===== src/rtl/data_mem_ctrl.sv =====
// Data-side memory controller: core request/response handshake onto a synchronous single-port RAM.
// Optional bus_err output for out-of-range accesses is enabled by DATA_MEM_CTRL_BUS_ERR_EN.
module data_mem_ctrl #(
   parameter int unsigned WIDTH       = 32,
   parameter int unsigned ADDR_WIDTH  = 10,
   parameter int unsigned RAM_LATENCY = 1
) (
   input  logic                  clk,
   input  logic                  reset,
   input  logic                  request,
   input  logic                  wren,
   input  logic [WIDTH-1:0]      address,
   input  logic [WIDTH-1:0]      writedata,
   output logic                  response,
   output logic [WIDTH-1:0]      readdata,
   output logic [ADDR_WIDTH-1:0] ram_addr,
   output logic                  ram_wren,
   output logic                  ram_rden,
   output logic [WIDTH-1:0]      ram_wdata,
`ifdef DATA_MEM_CTRL_BUS_ERR_EN
   output logic                  bus_err,
`endif
   input  logic [WIDTH-1:0]      ram_rdata
);

   localparam int unsigned CntW = 3;

   typedef enum logic [2:0] {StIdle, StIssue, StWait, StResp, StHold} state_e;

   state_e          state_q;
   logic            wr_q;
   logic            oor_q;
   logic [CntW-1:0] cnt_q;
   logic            oor_in;

   // Any address bit above the RAM word-address range marks the access out of range.
   assign oor_in = |(address >> ADDR_WIDTH);

   always_ff @(posedge clk or posedge reset) begin
      if (reset) begin
         state_q   <= StIdle;
         wr_q      <= 1'b0;
         oor_q     <= 1'b0;
         cnt_q     <= '0;
         response  <= 1'b0;
         readdata  <= '0;
         ram_addr  <= '0;
         ram_wren  <= 1'b0;
         ram_rden  <= 1'b0;
         ram_wdata <= '0;
`ifdef DATA_MEM_CTRL_BUS_ERR_EN
         bus_err   <= 1'b0;
`endif
      end else begin
         response <= 1'b0;
         ram_wren <= 1'b0;
         ram_rden <= 1'b0;
`ifdef DATA_MEM_CTRL_BUS_ERR_EN
         bus_err  <= 1'b0;
`endif
         unique case (state_q)
            StIdle: begin
               if (request) begin
                  wr_q     <= wren;
                  oor_q    <= oor_in;
                  ram_addr <= address[ADDR_WIDTH-1:0];
                  if (wren) begin
                     ram_wdata <= writedata;
                  end
                  // RAM strobes are registered here so they are high exactly during ISSUE.
                  ram_wren <= wren & ~oor_in;
                  ram_rden <= ~wren & ~oor_in;
                  state_q  <= StIssue;
               end
            end
            StIssue: begin
               if (!wr_q) begin
                  cnt_q <= CntW'(RAM_LATENCY - 1);
               end
               if (!wr_q && (RAM_LATENCY > 1)) begin
                  state_q <= StWait;
               end else begin
                  state_q <= StResp;
               end
            end
            StWait: begin
               cnt_q <= cnt_q - 1'b1;
               if (cnt_q == CntW'(1)) begin
                  state_q <= StResp;
               end
            end
            StResp: begin
               // ram_rdata is taken as RESP is left: RAM_LATENCY full cycles after ram_addr.
               if (!wr_q) begin
                  readdata <= oor_q ? '0 : ram_rdata;
               end
               response <= 1'b1;
`ifdef DATA_MEM_CTRL_BUS_ERR_EN
               bus_err  <= oor_q;
`endif
               state_q  <= StHold;
            end
            StHold: begin
               if (!request) begin
                  state_q <= StIdle;
               end
            end
            default: state_q <= StIdle;
         endcase
      end
   end

endmodule


===== config.mk =====
export PLATFORM = sky130hd
export DESIGN_NAME = data_mem_ctrl
export DESIGN_NICKNAME = d
export VERILOG_FILES = /design/src/rtl/data_mem_ctrl.sv
export SDC_FILE = /design/constraint.sdc
export NUM_CORES = 1
export LEC_CHECK = 0
export CAP_MARGIN = 30
export CORE_UTILIZATION = 40
export CTS_BUF_LIST = sky130_fd_sc_hd__clkbuf_4 sky130_fd_sc_hd__clkbuf_8 sky130_fd_sc_hd__clkbuf_16
export DETAILED_ROUTE_END_ITERATION = 6
export GPL_ROUTABILITY_DRIVEN = 0
export HOLD_SLACK_MARGIN = 0.15
export PLACE_DENSITY = 0.81
export SETUP_SLACK_MARGIN = 0.1
export SLEW_MARGIN = 30
export SYNTH_ARGS = -nofsm -noshare
export SYNTH_HDL_FRONTEND = slang
export SYNTH_SLANG_ARGS = --single-unit

===== constraint.sdc =====
create_clock -name clk -period 2.8 [get_ports clk]
set_input_delay 0.28 -clock clk [delete_from_list [all_inputs] [get_ports clk]]
set_output_delay 0.28 -clock clk [all_outputs]
set_load 0.01 [all_outputs]

==> summary.txt <==
STA
  • Fin crit share: 64.47%
  • Hold Vio Cnt, Final: 0
  • Worst slew pin tran: 0.7870 ns
  • Clk_skew: 0.01166 ns
  • Slew headroom: 47.53%
  • Tmin final: 1.805 ns
  • Fmax: 553.9 MHz
  • Final setup viols: 0
  • RSZ-0062 raised after global routing: no
  • Setup TNS: 0 ns
  • Fin. max-slew vios: 0

Power and ir drop
  • VDD IR max: 0.0004869 V
  • Clock Power Share: 15.1%
  • NetSw: 1.798 mW
  • Lkg Pwr: 2.411 nW
  • Combinational share of power: 45.9%
  • Int Pwr: 3.884 mW
  • Sw Share: 31.64%
  • Power per cell area: 1009 nW/um^2
  • Sequential power share: 38.9%

Synthesis
  • FFs w/ async S/R, synth: 100.0%
  • Top cells by count, synth: dfrtp_1, nand2_1, o21ai_0
  • Mapped Cells: 281
  • Seq/Total Area, Yosys: 59.75%
  • Top FF cell, synth: dfrtp_1
  • EDFF count, synth: 0
  • Synth unique cells: 32
  • Count leader, synth: dfrtp_1
  • Largest cells by area after synthesis: dfrtp_1, mux2_4, nand2b_1, o21ai_0, mux2_2
  • Synth Cell Area: 3560 sq um
  • Post-synth top area cell: dfrtp_1
  • Seq cells post-synth: 85
  • Mean Syn Cell Area: 12.67 sq um
  • Syn_nets: 383
  • Synth Warn #: 0
  • Post-synth top area share: 59.75%

Layout
  • Diode count: 0
  • Final #Nets: 560
  • Core Util, Final: 64.91%
  • Share of cells above drive strength 1: 14.69%
  • Post-route cell area: 5633 sq um
  • Synth-to-Final Area Change: 58.24%

Critical path
  • Crit-path max cell delay: 0.62 ns
  • CP Max Fanout: 33
  • Startpoint types: flop
  • Worst path top cell family by delay: flip-flops
  • Slowest CP cell: dfrtp_1
  • Critical Path RT: 3.03 ns
  • Crit end category: flop
  • Cells along the critical path: nor4b_4, nand2_2, buf_4, mux2_2
  • CP bufs+invs: 1
  • Crit path arrival time: 2.03 ns
  • Critical path class: flop to flop

Die
  • Rows: 34
  • Full die area: 9280 sq um
  • Initial Util: 41.02%
  • # IOs: 177
  • DIE HEIGHT: 96.34 microns
  • Die Width: 96.34 microns
  • Core ar.: 8678 sq um

Global routing
  • Vias in the first global route: 2774
  • GRT Residual Overflow: 0
  • Initial antenna violation count: 0
  • First-pass GRT wire length: 13170 microns
  • GRT Resource Usage Total: 18.75%
  • Pin count of the biggest net entering global routing: 65

Clock network
  • TritonCTS clock tree: built
  • H-tree Lvls: 3
  • Clock transition at path regs: 0.09 ns
  • Post-CTS Hold Buffers: 0
  • Post-CTS Resized: 0
  • Setup Buffers After CTS: 0
  • Clk root buf: clkbuf_8
  • CTS Buf Count: 9
  • Clock Latency Late Sink: 0.34 ns
  • Clock Sink Count: 85
  • Max clock buf depth: 2

Drt
  • Vias: 2722
  • Residual DRC: 0
  • First-pass DRT Iterations: 4
  • DRT antenna net count: 0
  • WL final: 8509 microns
  • Initial DRC Count: 60
  • Vias per cell: 4.767
  • DR WL/cell: 14.90 microns

Flow run
  • MaxCap Viol Count: 0

Placement
  • Input/output buffers: 176
  • Post-DP HPWL: 6361 microns
  • Post-DP Area: 5433 sq um

Min path
  • Min-delay worst type: input port to async pin

Run status
  • Status: completed
-- per-layer routing --
layer	vias up	track usage [%]	wire [microns]
li1	1303	-	-
met1	1308	21.91	3445
met2	105	32.68	4307
met3	6	6.082	692
met4	0	5.760	64
met5	-	0	0
-- cell usage in the layout (no fill, tap or decap), drive strengths merged, types with 2 or more instances in the layout --
cell,n
a21oi,2
a221oi,2
buf,5
clkbuf,9
clkdlybuf4s50,176
clkinv,5
clkinvlp,2
dfrtp,85
ha,2
inv,4
mux2,42
nand2,35
nand2b,32
nor2,5
nor2b,2
nor3,2
nor4,5
o21ai,33
-- power groups by stage --
stage	clock network, mW	logic (mW)	registers, mW
5_1_grt	0.939	2.83	2.29
4_1_cts	0.891	2.64	2.22
3_3_place_gp	0	2.56	2.20
6_report	0.859	2.61	2.21
2_1_floorplan	0	0.961	2.43
3_5_place_dp	0	2.64	2.23
-- worst reg2reg max path, cell delays in order (launching register included) --
cell and delay [ns]:
dfrtp_1 0.62, nor4b_4 0.11, nand2_2 0.09, buf_4 0.48, mux2_2 0.41
-- worst paths after layout --
kind	from	end	slack, ns	depth (start not counted)
hold reg to reg	readdata[10]	readdata[10]	0.48	2
min in group clk	readdata[10]	readdata[10]	0.48	2
setup / recovery	state_q[0]	ram_wdata[31]	0.99	4
hold / removal	reset	ram_wdata[20]	0.17	2
max in group asynchronous	reset	state_q[2]	1.98	3
setup reg to reg	state_q[0]	ram_wdata[31]	0.99	4
-- kinds of logic after synthesis --
kind of cell | count (synthesis) | share of synthesized area [%]
fa+ha+maj | 2 | 0.7029
flops | 85 | 59.75
mux | 42 | 16.34
xor+xnor | 1 | 0.2461
simple gates | 90 | 13.85
buf+inv | 20 | 2.777
compound gates | 41 | 6.327
-- per-stage QoR --
step	worst slack [ns]	power [mW]	hold slack, ns	instances
6_report	0.9948	5.681	0.1719	571
5_1_grt	0.8882	6.063	0.1639	571
4_1_cts	0.9775	5.751	0.1673	571
3_5_place_dp	0.8258	4.865	0.4701	555
3_3_place_gp	0.8467	4.759	0.4627	555
2_1_floorplan	0.3265	3.389	0.3535	281
-- area by class of cell --
class	count	area, sq um
Sequential cell	85	2127
Inverter	5	20.02
Timing Repair Buffer	181	1812
Clock buffer	9	123.9
Tap cell	108	135.1
Clock inverter	7	76.32
Multi-Input combinational cell	176	1339
Fill cell	671	3045
-- registers in the layout (all words and copies together), names as in the netlist --
register	flops
wr_q	1
ram_addr	10
response	1
oor_q	1
ram_wdata	32
readdata	32
ram_rden	1
state_q	3
ram_wren	1
cnt_q	3
Power figures use the tool's default switching activity.
